File: src/rtl/timer_ctrl_pkg.sv
// Shared types and default widths for the timer controller.
// Used by timer_ctrl and timer_prescaler.
package timer_ctrl_pkg;

    typedef enum logic [1:0] {
        IDLE,
        RUN,
        PAUSED,
        DONE
    } state_t;

    localparam int DEF_WIDTH    = 4;
    localparam int DEF_PS_WIDTH = 4;

endpackage

File: src/rtl/timer_prescaler.sv
// Programmable tick divider: one tick every div+1 enabled cycles.
// Instantiated by timer_ctrl only when TIMER_CTRL_PRESCALER_EN is defined.
module timer_prescaler
    import timer_ctrl_pkg::*;
#(
    parameter int PS_WIDTH = DEF_PS_WIDTH
) (
    input  logic                clk,
    input  logic                reset_n,
    input  logic                clr,
    input  logic                en,
    input  logic [PS_WIDTH-1:0] div,
    output logic                tick
);

    logic [PS_WIDTH-1:0] cnt;

    assign tick = en && (cnt == div);

    always_ff @(posedge clk or negedge reset_n) begin
        if (!reset_n) begin
            cnt <= '0;
        end else if (clr) begin
            cnt <= '0;
        end else if (en) begin
            cnt <= tick ? '0 : cnt + 1'b1;
        end
    end

endmodule

File: src/rtl/timer_ctrl.sv
// Start/stop/pause timer with one-shot or periodic terminal count.
// Define TIMER_CTRL_PRESCALER_EN to build in the prescaler.
module timer_ctrl
    import timer_ctrl_pkg::*;
#(
    parameter int WIDTH    = DEF_WIDTH,
    parameter int PS_WIDTH = DEF_PS_WIDTH
) (
    input  logic                clk,
    input  logic                reset_n,
    input  logic                start,
    input  logic                stop,
    input  logic                pause,
    input  logic                periodic,
    input  logic [WIDTH-1:0]    limit,
    input  logic [PS_WIDTH-1:0] prescale,
    output logic [WIDTH-1:0]    count,
    output logic                busy,
    output logic                done
);

    state_t             state;
    logic [WIDTH-1:0]   limit_q;
    logic               periodic_q;
    logic               run;
    logic               tick;

    // A RUN cycle with pause high is the transition cycle, so it never counts.
    assign run = (state == RUN) && !pause;

`ifdef TIMER_CTRL_PRESCALER_EN
    logic [PS_WIDTH-1:0] prescale_q;

    timer_prescaler #(
        .PS_WIDTH (PS_WIDTH)
    ) u_prescaler (
        .clk     (clk),
        .reset_n (reset_n),
        .clr     (start || stop),
        .en      (run),
        .div     (prescale_q),
        .tick    (tick)
    );
`else
    logic unused_prescale;

    assign unused_prescale = ^prescale;
    assign tick            = run;
`endif

    always_ff @(posedge clk or negedge reset_n) begin
        if (!reset_n) begin
            state      <= IDLE;
            count      <= '0;
            busy       <= 1'b0;
            done       <= 1'b0;
            limit_q    <= '0;
            periodic_q <= 1'b0;
`ifdef TIMER_CTRL_PRESCALER_EN
            prescale_q <= '0;
`endif
        end else begin
            done <= 1'b0;
            if (stop) begin
                state <= IDLE;
                count <= '0;
                busy  <= 1'b0;
            end else if (start) begin
                state      <= RUN;
                count      <= '0;
                busy       <= 1'b1;
                limit_q    <= limit;
                periodic_q <= periodic;
`ifdef TIMER_CTRL_PRESCALER_EN
                prescale_q <= prescale;
`endif
            end else begin
                unique case (state)
                    RUN: begin
                        if (pause) begin
                            state <= PAUSED;
                        end else if (tick) begin
                            if (count == limit_q) begin
                                done <= 1'b1;
                                if (periodic_q) begin
                                    count <= '0;
                                end else begin
                                    state <= DONE;
                                    busy  <= 1'b0;
                                end
                            end else begin
                                count <= count + 1'b1;
                            end
                        end
                    end
                    PAUSED: begin
                        if (!pause) state <= RUN;
                    end
                    default: ;
                endcase
            end
        end
    end

endmodule
File: config.mk
export PLATFORM = sky130hd
export DESIGN_NAME = timer_ctrl
export DESIGN_NICKNAME = d
export VERILOG_FILES = /design/src/rtl/timer_ctrl_pkg.sv /design/src/rtl/timer_prescaler.sv /design/src/rtl/timer_ctrl.sv
export SDC_FILE = /design/constraint.sdc
export NUM_CORES = 1
export LEC_CHECK = 0
export BUFFER_PORTS_ARGS = -buffer_cell sky130_fd_sc_hd__buf_2
export CORE_UTILIZATION = 30
export CTS_CLUSTER_DIAMETER = 30
export DETAILED_ROUTE_END_ITERATION = 10
export GPL_TIMING_DRIVEN = 0
export PLACE_DENSITY_LB_ADDON = 0.25
export RECOVER_POWER = 100
export REMOVE_ABC_BUFFERS = 1
export SYNTH_ARGS = -nofsm -noshare
export SYNTH_HDL_FRONTEND = slang
export SYNTH_SLANG_ARGS = --single-unit
File: constraint.sdc
create_clock -name clk -period 1.4 [get_ports clk]
set_input_delay 0.14 -clock clk [delete_from_list [all_inputs] [get_ports clk]]
set_output_delay 0.14 -clock clk [all_outputs]
set_load 0.01 [all_outputs]
After elaboration in Yosys (flattened, before gate mapping)

Cells that the tools add are included.
W data, S select, Z words.

Add/sub/neg operators: 1
Equal/unequal tests: 10
Bitwise gates (word level): 1
Muxes and demuxes: 28
Reduce and logical (&&, ||, !) cells: 10

Operators by type and width:

| operator              | number |
|---|---|
| $mux W4               | 7 |
| $mux W2               | 7 |
| $mux W1               | 13 |
| $ne A5 B5 Y1 const B  | 2 |
| $reduce_and A5 Y1     | 2 |
| $reduce_bool A3 Y1    | 3 |
| $ne A4 B4 Y1 const B  | 2 |
| $ne A3 B3 Y1 const B  | 2 |
| $ne A5 B4 Y1 const B  | 1 |
| $add A4 B1 Y4 const B | 1 |
| $eq A4 B4 Y1          | 1 |
| $pmux W2 S2           | 1 |
| $reduce_and A4 Y1     | 1 |
| $reduce_bool A4 Y1    | 1 |
| $eq A2 B1 Y1 const B  | 1 |
| $eq A2 B2 Y1 const B  | 1 |
| $reduce_and A2 Y1     | 1 |
| $logic_and A1 B1 Y1   | 1 |
| $logic_not A1 Y1      | 1 |
| $not A1 Y1            | 1 |

Register bits after elaboration: 13

Logic depth before layout (Yosys ltp)

Gate-level depths: netlist of run 1.

Depth after elaboration: 7
Mapped depth: 6
Gate-level depth less buffers: 6

Worst setup path before layout of run 1

Ideal clock, no wire load.

Kind: reg-to-reg
Start point: register count[3]
End point: register count[2]
Data arrival time: 1,435 ps
Cell stages (with the launch flop): 5
Required time: 1,274 ps
Slack: -161 ps
Buffers on the path: 0
Cells stage by stage: dfrtp_1 -> xor2_2 -> nor4_4 -> nor3_1 -> a221o_1

Word-level cells in the longest chain between the ends: 7

Ends and longest elaborated chain:

| what                   | RTL line         | text |
|---|---|---|
| from (decl)            | timer_ctrl.sv:17 | `output logic [WIDTH-1:0] count,` |
| from (signal assigned) | timer_ctrl.sv:92 | `count <= count + 1'b1;` |
| $eq A4 B4 Y1 *         | timer_ctrl.sv:83 | `if (count == limit_q) begin` |
| $mux W4                | timer_ctrl.sv:83 |  |
| $mux W4                | timer_ctrl.sv:82 | `end else if (tick) begin` |
| $mux W4                | timer_ctrl.sv:80 | `if (pause) begin` |
| $mux W4                | timer_ctrl.sv:78 | `unique case (state)` |
| $mux W4                | timer_ctrl.sv:68 | `end else if (start) begin` |
| $mux W4                | timer_ctrl.sv:64 | `if (stop) begin` |

Mark *: on every way between the ends. The rest lies on a longest branch, timed or not. The select of a mux whose other input is x is not followed.
A chain may end at the register's enable or synchronous reset.

Worst setup path in the final report of run 1

Start point: register count[0]
End point: register count[0]

Word-level cells in the longest chain between the ends: 7

Ends and longest elaborated chain:

| what                                                 | RTL line |
|---|---|
| $add A4 B1 Y4 / $eq A4 B4 Y1 (equally long branches) | timer_ctrl.sv:92, timer_ctrl.sv:83 |
| $mux W4                                              | timer_ctrl.sv:83 |
| $mux W4                                              | timer_ctrl.sv:82 |
| $mux W4                                              | timer_ctrl.sv:80 |
| $mux W4                                              | timer_ctrl.sv:78 |
| $mux W4                                              | timer_ctrl.sv:68 |
| $mux W4                                              | timer_ctrl.sv:64 |

Parallel ways exist; a longest one is shown, timed or not. The select of a mux whose other input is x is not followed.

==> summary.md, run 1 <==
The tools report the area of the mapped netlist as 762 um2. By count the netlist is led by 13 x sky130_fd_sc_hd__dfrtp_1, 5 x sky130_fd_sc_hd__mux2_2, 5 x sky130_fd_sc_hd__nor2_1, 4 x sky130_fd_sc_hd__ha_1, 4 x sky130_fd_sc_hd__nand2_1. The tree is rooted in a sky130_fd_sc_hd__clkbuf_4.

The clock latency at the later pin of the worst-skew pair was 0.28 ns. Worst min-delay path startpoint: stop. Of all nets on the critical path, the largest fanout is 6. The final clock period utilization by the worst path is 109%.

The final reports fail on setup timing. The first routing iteration left 6 violations. Across the whole layout, storage elements account for 332 um2.

The floorplan step set the die width to 52.4 um. At the worst endpoint, the arrival time is 1.70 ns. The filler cells instantiated in the layout total 218. On the final layout, the worst hold slack is 0.0772 ns. The antenna diode instance count is 0, and the post-synthesis area per instance is 11.2 um2. Counting flops with an async set or reset pin after synthesis yields a share of 100%. The tools report the final instance area as 0.00105 mm2. Of the total power, the clock network draws 23.5%. The logs give 42.7% for the share of the yosys chip area belonging to registers and 0.447 nW for the static leakage. The number of flops mapped to enable cells by yosys works out to 0. Setup repair after global routing could not meet its margin everywhere. Summing over every cut layer, the via total after detailed routing is 614. The multiplexer area fraction after synthesis came out at 10.0%.

The run gives 0 as the number of antenna violations at the first check in global routing. The number of hold violations in the final report was 0. After synthesis, the cell types taking the most area are sky130_fd_sc_hd__dfrtp_1 43%, sky130_fd_sc_hd__mux2_2 7.4%, sky130_fd_sc_hd__ha_1 6.6%.

For this run, design rule violations remaining after detail routing come to 0. The share of total power dissipated in combinational logic is 29.9%. After floorplanning, the core was divided into 17 placement rows. No sink is reached through more buffers than the 2 on the longest clock path. For this design the total switching power over the nets is 310 uW. STA puts the critical path data required time at 1.58 ns.

Routability-driven placement congestion ratio: 0.803. The power density normalized to cell area works out to 940 mW/mm2. The worst setup path is captured at a flip-flop. For the number of optimization iterations in the first detailed-route pass, the log shows 4. The critical path is of the reg -> reg type.

After synthesis the netlist holds a flip-flop and latch count of 13. Cell type with the highest aggregate area in the netlist: sky130_fd_sc_hd__dfrtp_1. The die covers 0.00275 mm2. In this run the vertical extent of the chip is 52.4 um. The fmax came out at 658 MHz.

The fraction of the mapped netlist area in compound gates works out to 12.3%. Number of I/O port buffers: 15. Kind of launch point of the worst setup path: a flip-flop. The endpoint identified for the worst register-to-register timing path is count[0]$_DFFE_PN0P_. The region available for standard cell placement spans 0.00230 mm2. The area growth from synthesis to layout is 37.4%. In this run the remaining antenna-violating nets after routing total 0. In this run the tightest slew margin relative to its limit is 51.9%. In the final layout, the share of cells above drive strength 1 is 47.3%. TritonCTS built the clock tree. The number of global-route vias before repair was 631. In this run the cell area measured after placement is 868 um2. The run gives 15.1% as the total routing usage reported by global routing. The count of warnings emitted by yosys was 0. The final setup skew came out at 0.00364 ns. The utilization of the core after routing was 45.6%.

Net switching is 31.5% of the power. The simple-gate portion of the synthesized area works out to 21.3%. The number of maximum-capacitance constraint violations is 0. For the register-to-register setup slack, the log shows -0.12 ns. For the worst flop-to-flop path, the logic depth is 5.

After clock tree synthesis, the clock-pin slew on the worst setup and hold paths is 0.08 ns. The combinational family with the most area after synthesis is simple AND/OR/NAND/NOR gates. Yosys instantiated no cell more often than sky130_fd_sc_hd__dfrtp_1. The worst-case IR drop observed on VDD is 0.611 mV.

Of the total synthesized cell area, the portion taken by full adders, half adders and majority gates is 6.57%. The type of the worst min-delay path is in -> reg. The depth of the CTS H-tree was 1. In the final layout, the multi-input gates occupy 522 um2. In this run the count of I/O pins placed on the die edge is 20. The count of pins over their slew limit is 0, and the internal power contribution is 675 uW. Setup violations remaining at the end of the flow were counted as 7.

The clock period minus final worst setup slack works out to 1.52 ns. In the synthesized netlist the dominant register cell turns out to be sky130_fd_sc_hd__dfrtp_1. The count of clock tree sinks was 13; the actual slew at the worst max-slew pin was 0.722 ns. The startpoint identified for the worst register-to-register timing path is count[0]$_DFFE_PN0P_. The number of cells on the worst hold path came out at 2. Counting distinct cell types in the post-synthesis netlist gives 27. The gate count of the mapped netlist was 68. In the final routed layout, each cell accounts on average for 13.4 um. The share of the synthesized area in the top cell type is 42.7%. Of the total synthesized cell area, the portion taken by XOR and XNOR cells is 5.58%. Sequential cells account for 46.6% of the total power. Detailed placement finished with a half-perimeter wire length of 1080 um. After the last flow step, the layout net total stands at 112. In this run, CTS created clock tree buffers numbering 3. Once the floorplan was initialized, standard cells occupied 33.2% of the core. The first global-routing pass estimated 2990 um of wire. The largest net degree at the start of global routing came out at 14. Summed over all layers, the global routing overflow is 0. The flow ran to the end, but the final reports show violations.

The tools report the end point of the worst hold path as busy$_DFFE_PN0P_. The run gives 1620 um as the final routed wirelength across all metal layers. Dividing the detail-routed via count by the number of cells gives 5.07. The run gives -0.119 ns as the final worst slack.
what timing repair did:
item / 4_1_cts / 5_1_grt
gates cloned: 1 / 0
hold endpoints to repair: 13 / 0
gates resized for setup: 16 / 9
buffers inserted: 3 / 2
hold buffers: 1 / 0
pin swaps: 7 / 6
endpoints found under the setup margin: 8 / 8
layer usage:
metal	vias to the layer above	part of all wire [%]	wire [um]	global-route usage (%)
met2	15	45	737	22.4
met3	2	5.6	91	6.09
li1	300	-	-	-
met1	297	48	781	19.9
met5	-	0	0	0
met4	0	0.86	14	4.39
critical path: stages, from the launching register on:
cell	delay (ns)
sky130_fd_sc_hd__dfrtp_2	0.48
sky130_fd_sc_hd__xor2_4	0.19
sky130_fd_sc_hd__nor4_4	0.35
sky130_fd_sc_hd__buf_4	0.20
sky130_fd_sc_hd__nand4b_1	0.10
sky130_fd_sc_hd__o311ai_1	0.10
placed cells by master, fill, tap and decap left out, types with 2 or more instances in the layout:
master                     instances
sky130_fd_sc_hd__a21o_1            2
sky130_fd_sc_hd__a21oi_1           2
sky130_fd_sc_hd__a311oi_1          2
sky130_fd_sc_hd__buf_2            11
sky130_fd_sc_hd__buf_4             4
sky130_fd_sc_hd__clkbuf_1          6
sky130_fd_sc_hd__clkbuf_4          3
sky130_fd_sc_hd__dfrtp_1           8
sky130_fd_sc_hd__dfrtp_2           5
sky130_fd_sc_hd__ha_1              2
sky130_fd_sc_hd__mux2_2            5
sky130_fd_sc_hd__mux2i_1           2
sky130_fd_sc_hd__nand2_1           4
sky130_fd_sc_hd__nand3_1           2
sky130_fd_sc_hd__nand4b_1          3
sky130_fd_sc_hd__nor2_1            4
sky130_fd_sc_hd__nor2b_1           2
sky130_fd_sc_hd__nor3b_1           3
sky130_fd_sc_hd__xor2_2            2
sky130_fd_sc_hd__xor2_4            2
power by group through the flow:
stage,clock network (mW),registers (mW),logic (mW)
after floorplan,0,0.445,0.155
after global placement,0,0.452,0.204
after detailed placement,0,0.451,0.211
after CTS,0.245,0.454,0.261
after global routing,0.264,0.465,0.327
final,0.232,0.459,0.294
worst max path at each step:
stage / end / from
6_report: count[0]$_DFFE_PN0P_ / count[0]$_DFFE_PN0P_
5_1_grt: state[1]$_DFFE_PN0P_ / count[3]$_DFFE_PN0P_
4_1_cts: count[0]$_DFFE_PN0P_ / limit_q[3]$_DFFE_PN0P_
3_5_place_dp: count[2]$_DFFE_PN0P_ / count[0]$_DFFE_PN0P_
3_3_place_gp: count[2]$_DFFE_PN0P_ / state[1]$_DFFE_PN0P_
2_1_floorplan: count[2]$_DFFE_PN0P_ / count[3]$_DFFE_PN0P_
cells by family (layout without fill, tap and decap cells):
| family | Yosys count | count (layout) |
|---|---|---|
| AOI/OAI and AO/OA | 11 | 11 |
| adders and majority gates | 4 | 4 |
| DFF | 13 | 13 |
| muxes | 7 | 7 |
| and+or+nand+nor | 26 | 26 |
| buffers and inverters | 3 | 28 |
| xor gates and xnor gates | 4 | 4 |
registers in the layout, summed over array words and instances (netlist names):
signal / flops
limit_q: 4
busy: 1
done: 1
periodic_q: 1
count: 4
state: 2
through the flow:
| stage | instances | power (mW) | setup slack, ns | TNS (ns) |
|---|---|---|---|---|
| after floorplan | 67 | 0.600 | -0.161 | -0.379 |
| after global placement | 110 | 0.656 | -0.296 | -1.50 |
| after detailed placement | 110 | 0.662 | -0.298 | -1.57 |
| after CTS | 119 | 0.961 | -0.0926 | -0.426 |
| after global routing | 121 | 1.06 | -0.234 | -1.28 |
| final | 121 | 0.985 | -0.119 | -0.551 |
layout make-up:
cell class / count / share of cell area, %
Inverter: 2 / 0.717
Timing Repair Buffer: 22 / 11.9
Tap cell: 28 / 3.35
Clock buffer: 4 / 2.51
Sequential cell: 13 / 31.7
Multi-Input combinational cell: 52 / 49.8
Note: power is estimated with default switching activity, not from simulation.
==> run 2, diff against run 1 <==
--- a/config.mk
+++ b/config.mk
@@ -9,10 +9,10 @@
 export CORE_UTILIZATION = 30
 export CTS_CLUSTER_DIAMETER = 30
 export DETAILED_ROUTE_END_ITERATION = 10
-export GPL_TIMING_DRIVEN = 0
 export PLACE_DENSITY_LB_ADDON = 0.25
 export RECOVER_POWER = 100
 export REMOVE_ABC_BUFFERS = 1
 export SYNTH_ARGS = -nofsm -noshare
 export SYNTH_HDL_FRONTEND = slang
+export SYNTH_HIERARCHICAL = 1
 export SYNTH_SLANG_ARGS = --single-unit
==> summary.md, run 2 <==
The flow ran to the end, but the final reports show violations. The checks that failed: setup timing. The biggest area contributor in the post-synthesis netlist is sky130_fd_sc_hd__dfrtp_1. The run gives 0 (unchanged) as the number of antenna violations at the first check in global routing.

By startpoint and endpoint, the worst setup path is classified as reg -> reg. The post-synthesis area per instance was 11.2 um2 (unchanged). The actual slew at the worst max-slew pin is 0.750 ns (+0.0277 ns), and the area growth from synthesis to layout is 48.3%. TritonCTS built the clock tree.

The number of nets at the end of the flow is 123 (+9.8%), and the depth of the CTS H-tree is 1 (unchanged). The tools report the final hold slack as 0.0916 ns (+0.0144 ns). The run gives 4 (unchanged) as the number of optimization iterations in the first detailed-route pass. The tools report the clock latency at the later pin of the worst-skew pair as 0.28 ns (about the same). Among all cell types in the netlist, the one instantiated most often is sky130_fd_sc_hd__dfrtp_1.

The number of global-route vias before repair was 661 (+4.8%). The tools report the floorplan die area as 0.00275 mm2 (unchanged). The fraction of registers with async set or reset after synthesis works out to 100% (unchanged). The worst-case setup slack after placement was -0.150 ns (+0.147 ns). Number of placed I/O pins: 20 (unchanged).

Among all stages on the critical path, the largest delay is contributed by sky130_fd_sc_hd__dfrtp_1. The worst slew slack as a fraction of its limit is 50.0% (-1.8 points), and the detailed-route wire length per cell is 13.3 um (-0.71%). The number of I/O port buffers came out at 15 (unchanged). The static leakage was 0.509 nW (+14%). The power density normalized to cell area came out at 917 mW/mm2 (-2.5%). The number of flops mapped to enable cells by yosys is 0 (unchanged), and the die outline height is 52.4 um (unchanged).

The clock-pin slew on the worst setup and hold paths is 0.08 ns (about the same). The final antenna-violating net count was 0 (unchanged). The run gives 0 (unchanged) as the final global-route overflow total. The highest ir drop seen on vdd came out at 0.470 mV (-23%).

The run gives 1.70 ns (about the same) as the arrival time at the worst endpoint. The run gives 2 (unchanged) as the largest buffer count on any clock path. For the count of warnings emitted by yosys, the log shows 6 (+6).

The count of clock tree sinks was 13 (unchanged); the clock period minus final worst setup slack was 1.53 ns (+0.0150 ns). For the final worst slack, the log shows -0.134 ns (-0.0150 ns). The tightest min-delay check is of the in -> reg type.

The core outline area is 0.00230 mm2 (unchanged), and the fraction of layout cells with a size suffix above 1 is 49.0% (+1.7 points). Ranked by instance count, the synthesized netlist is headed by 13 x sky130_fd_sc_hd__dfrtp_1, 5 x sky130_fd_sc_hd__mux2_2, 5 x sky130_fd_sc_hd__nor2_1, 4 x sky130_fd_sc_hd__ha_1, 4 x sky130_fd_sc_hd__nand2_1. The number of endpoints failing setup at the final stage was 6 (-1). The number of inserted filler cells in the final layout is 229 (+5.0%).

The run gives 42.7% (unchanged) as the share of the yosys chip area belonging to registers. The required time of the critical path came out at 1.56 ns (-0.02 ns). The overall die width is 52.4 um (unchanged). The run gives 14 (unchanged) as the largest net degree at the start of global routing.

Setup repair after global routing could not meet its margin everywhere. The logs give 0 (unchanged) for the remaining routing DRC violations and 1760 um (+8.3%) for the final routed wirelength across all metal layers. The largest registers in the layout are count: 4 flops, limit_q: 4 flops, state: 2 flops.

The share of the synthesized area in the top cell type came out at 42.7% (unchanged). The post-synthesis register bit count was 13 (unchanged); the starting density of the core was 33.2% (unchanged). Among all flip-flop cells after synthesis, the most frequent one is sky130_fd_sc_hd__dfrtp_1.

The overall power was 1.04 mW (+5.2%). The number of maximum-capacitance constraint violations is 0 (unchanged). The tools report the critical path capture point type as a flip-flop. Total routing usage reported by global routing: 15.1% (+0.070 points). The worst stage delay on the critical path came out at 0.41 ns (-0.07 ns). The run gives 0.00509 ns (+0.00144 ns) as the final setup skew. In the layout the commonest cells are 12 x sky130_fd_sc_hd__buf_2, 12 x sky130_fd_sc_hd__buf_4, 11 x sky130_fd_sc_hd__dfrtp_1, 6 x sky130_fd_sc_hd__clkbuf_1. For the total via count in the routed design, the log shows 669 (+9.0%). The fmax came out at 652 MHz (-0.98%). The run gives 2950 um (-1.4%) as the wire length of the first global-routing pass. Root cell of the clock tree: sky130_fd_sc_hd__clkbuf_4. STA classifies the critical path startpoint as a flip-flop. The gate count of the mapped netlist is 68 (unchanged).

Detailed placer's ending HPWL: 1340 um (+24%). Ratio of routed vias to standard cells: 5.07 (-0.12%). The routability-driven placement congestion ratio is 0.746 (-7.1%).

The clock buffer count from CTS was 3 (unchanged); the antenna diode instance count was 0 (unchanged). The detailed router's first-iteration violation count was 6 (unchanged); the placement row count was 17 (unchanged). The count of distinct cell types in the synthesized netlist is 27 (unchanged). The tools report the area of the mapped netlist as 762 um2 (unchanged). The signal on the critical path passes through clkbuf_1, ha_1, mux2i_1, nor3_1, a221o_1. Maximum fanout along the worst path: 6 (unchanged).

The number of hold violations in the final report came out at 0 (unchanged). The final clock period utilization by the worst path is 110% (+1.1 points). Count of pins over their slew limit: 0 (unchanged).

Ranked by total cell area, the synthesized netlist is headed by sky130_fd_sc_hd__dfrtp_1 43%, sky130_fd_sc_hd__mux2_2 7.4%, sky130_fd_sc_hd__ha_1 6.6%.
[run 2: cell types whose count changed in the layout (fill, tap and decap cells not counted), moves of 2 or more]
cell and delta:
sky130_fd_sc_hd__buf_6 +2, sky130_fd_sc_hd__dfrtp_1 +3, sky130_fd_sc_hd__dfrtp_2 -3, sky130_fd_sc_hd__buf_4 +8
[run 2: logic make-up (layout without fill, tap and decap cells)]
group	Yosys count	after routing	synth area share, %
muxes	7	7	10.0
DFF	13	13	42.7
buffers and inverters	3	39	1.48
xor gates and xnor gates	4	4	5.58
AOI/OAI and AO/OA	11	11	12.3
and+or+nand+nor	26	26	21.3
adders and majority gates	4	4	6.57
[run 2: critical path: cells and delay by family (launching register included)]
| kind | cells | cell delay [ns] |
|---|---|---|
| adder cells (fa/ha/maj) | 1 | 0.21 |
| flip-flops | 1 | 0.41 |
| AO/OA/AOI/OAI | 1 | 0.27 |
| AND/OR/NAND/NOR | 1 | 0.07 |
| multiplexers | 1 | 0.20 |
| buffers and inverters | 1 | 0.26 |
[run 2: worst paths after layout]
kind | from | endpoint | slack, ns | cells after the start
max in group asynchronous | reset_n | limit_q[2]$_DFFE_PN0P_ | 0.44 | 2
hold reg to reg | busy$_DFFE_PN0P_ | busy$_DFFE_PN0P_ | 0.55 | 2
setup reg to reg | count[0]$_DFFE_PN0P_ | count[2]$_DFFE_PN0P_ | -0.13 | 5
min in group asynchronous | reset_n | done$_DFF_PN0_ | 0.43 | 2
hold / removal | stop | busy$_DFFE_PN0P_ | 0.09 | 2
setup / recovery | count[0]$_DFFE_PN0P_ | count[2]$_DFFE_PN0P_ | -0.13 | 5
[run 2: metrics by stage]
step	instance area (um2)	instances	utilization, %	TNS (ns)
finish	1130	132	49.2	-0.378
global route	1130	132	49.2	-1.18
CTS	1060	132	46.2	-0.380
detailed placement	996	127	43.4	-0.465
global placement	996	127	43.4	-0.315
floorplan	758	67	-	-0.379
[run 2: repair_timing]
item,CTS,global route
resized for setup,7,13
endpoints found under the hold margin,13,0
buffers inserted,0,1
endpoints found under the setup margin,7,8
pin swaps,3,9
hold buffers,1,0
[run 2: cell type report]
class                      count  area (um2)  area share [%]
clock buffer                   4        26.3            2.33
tap                           28        35.0            3.10
multi-input combinational     52         520            46.1
inverter                       2        7.51           0.664
sequential                    13         328            29.0
timing repair buffer          33         213            18.8
[run 2: power breakdown]
part	total [mW]	switching [mW]	internal [mW]	leakage (nW)
Clock	0.231	0.120	0.110	0.0150
Combinational	0.354	0.158	0.196	0.330
Sequential	0.451	0.0396	0.412	0.164
Total	1.04	0.318	0.718	0.509
[run 2: metal layers]
metal | vias to the layer above | global-route usage, % | routed length (um)
met5 | - | 0 | 0
li1 | 325 | - | -
met2 | 17 | 23.6 | 842
met3 | 2 | 6.09 | 100
met4 | 0 | 3.95 | 12
met1 | 325 | 19.2 | 804
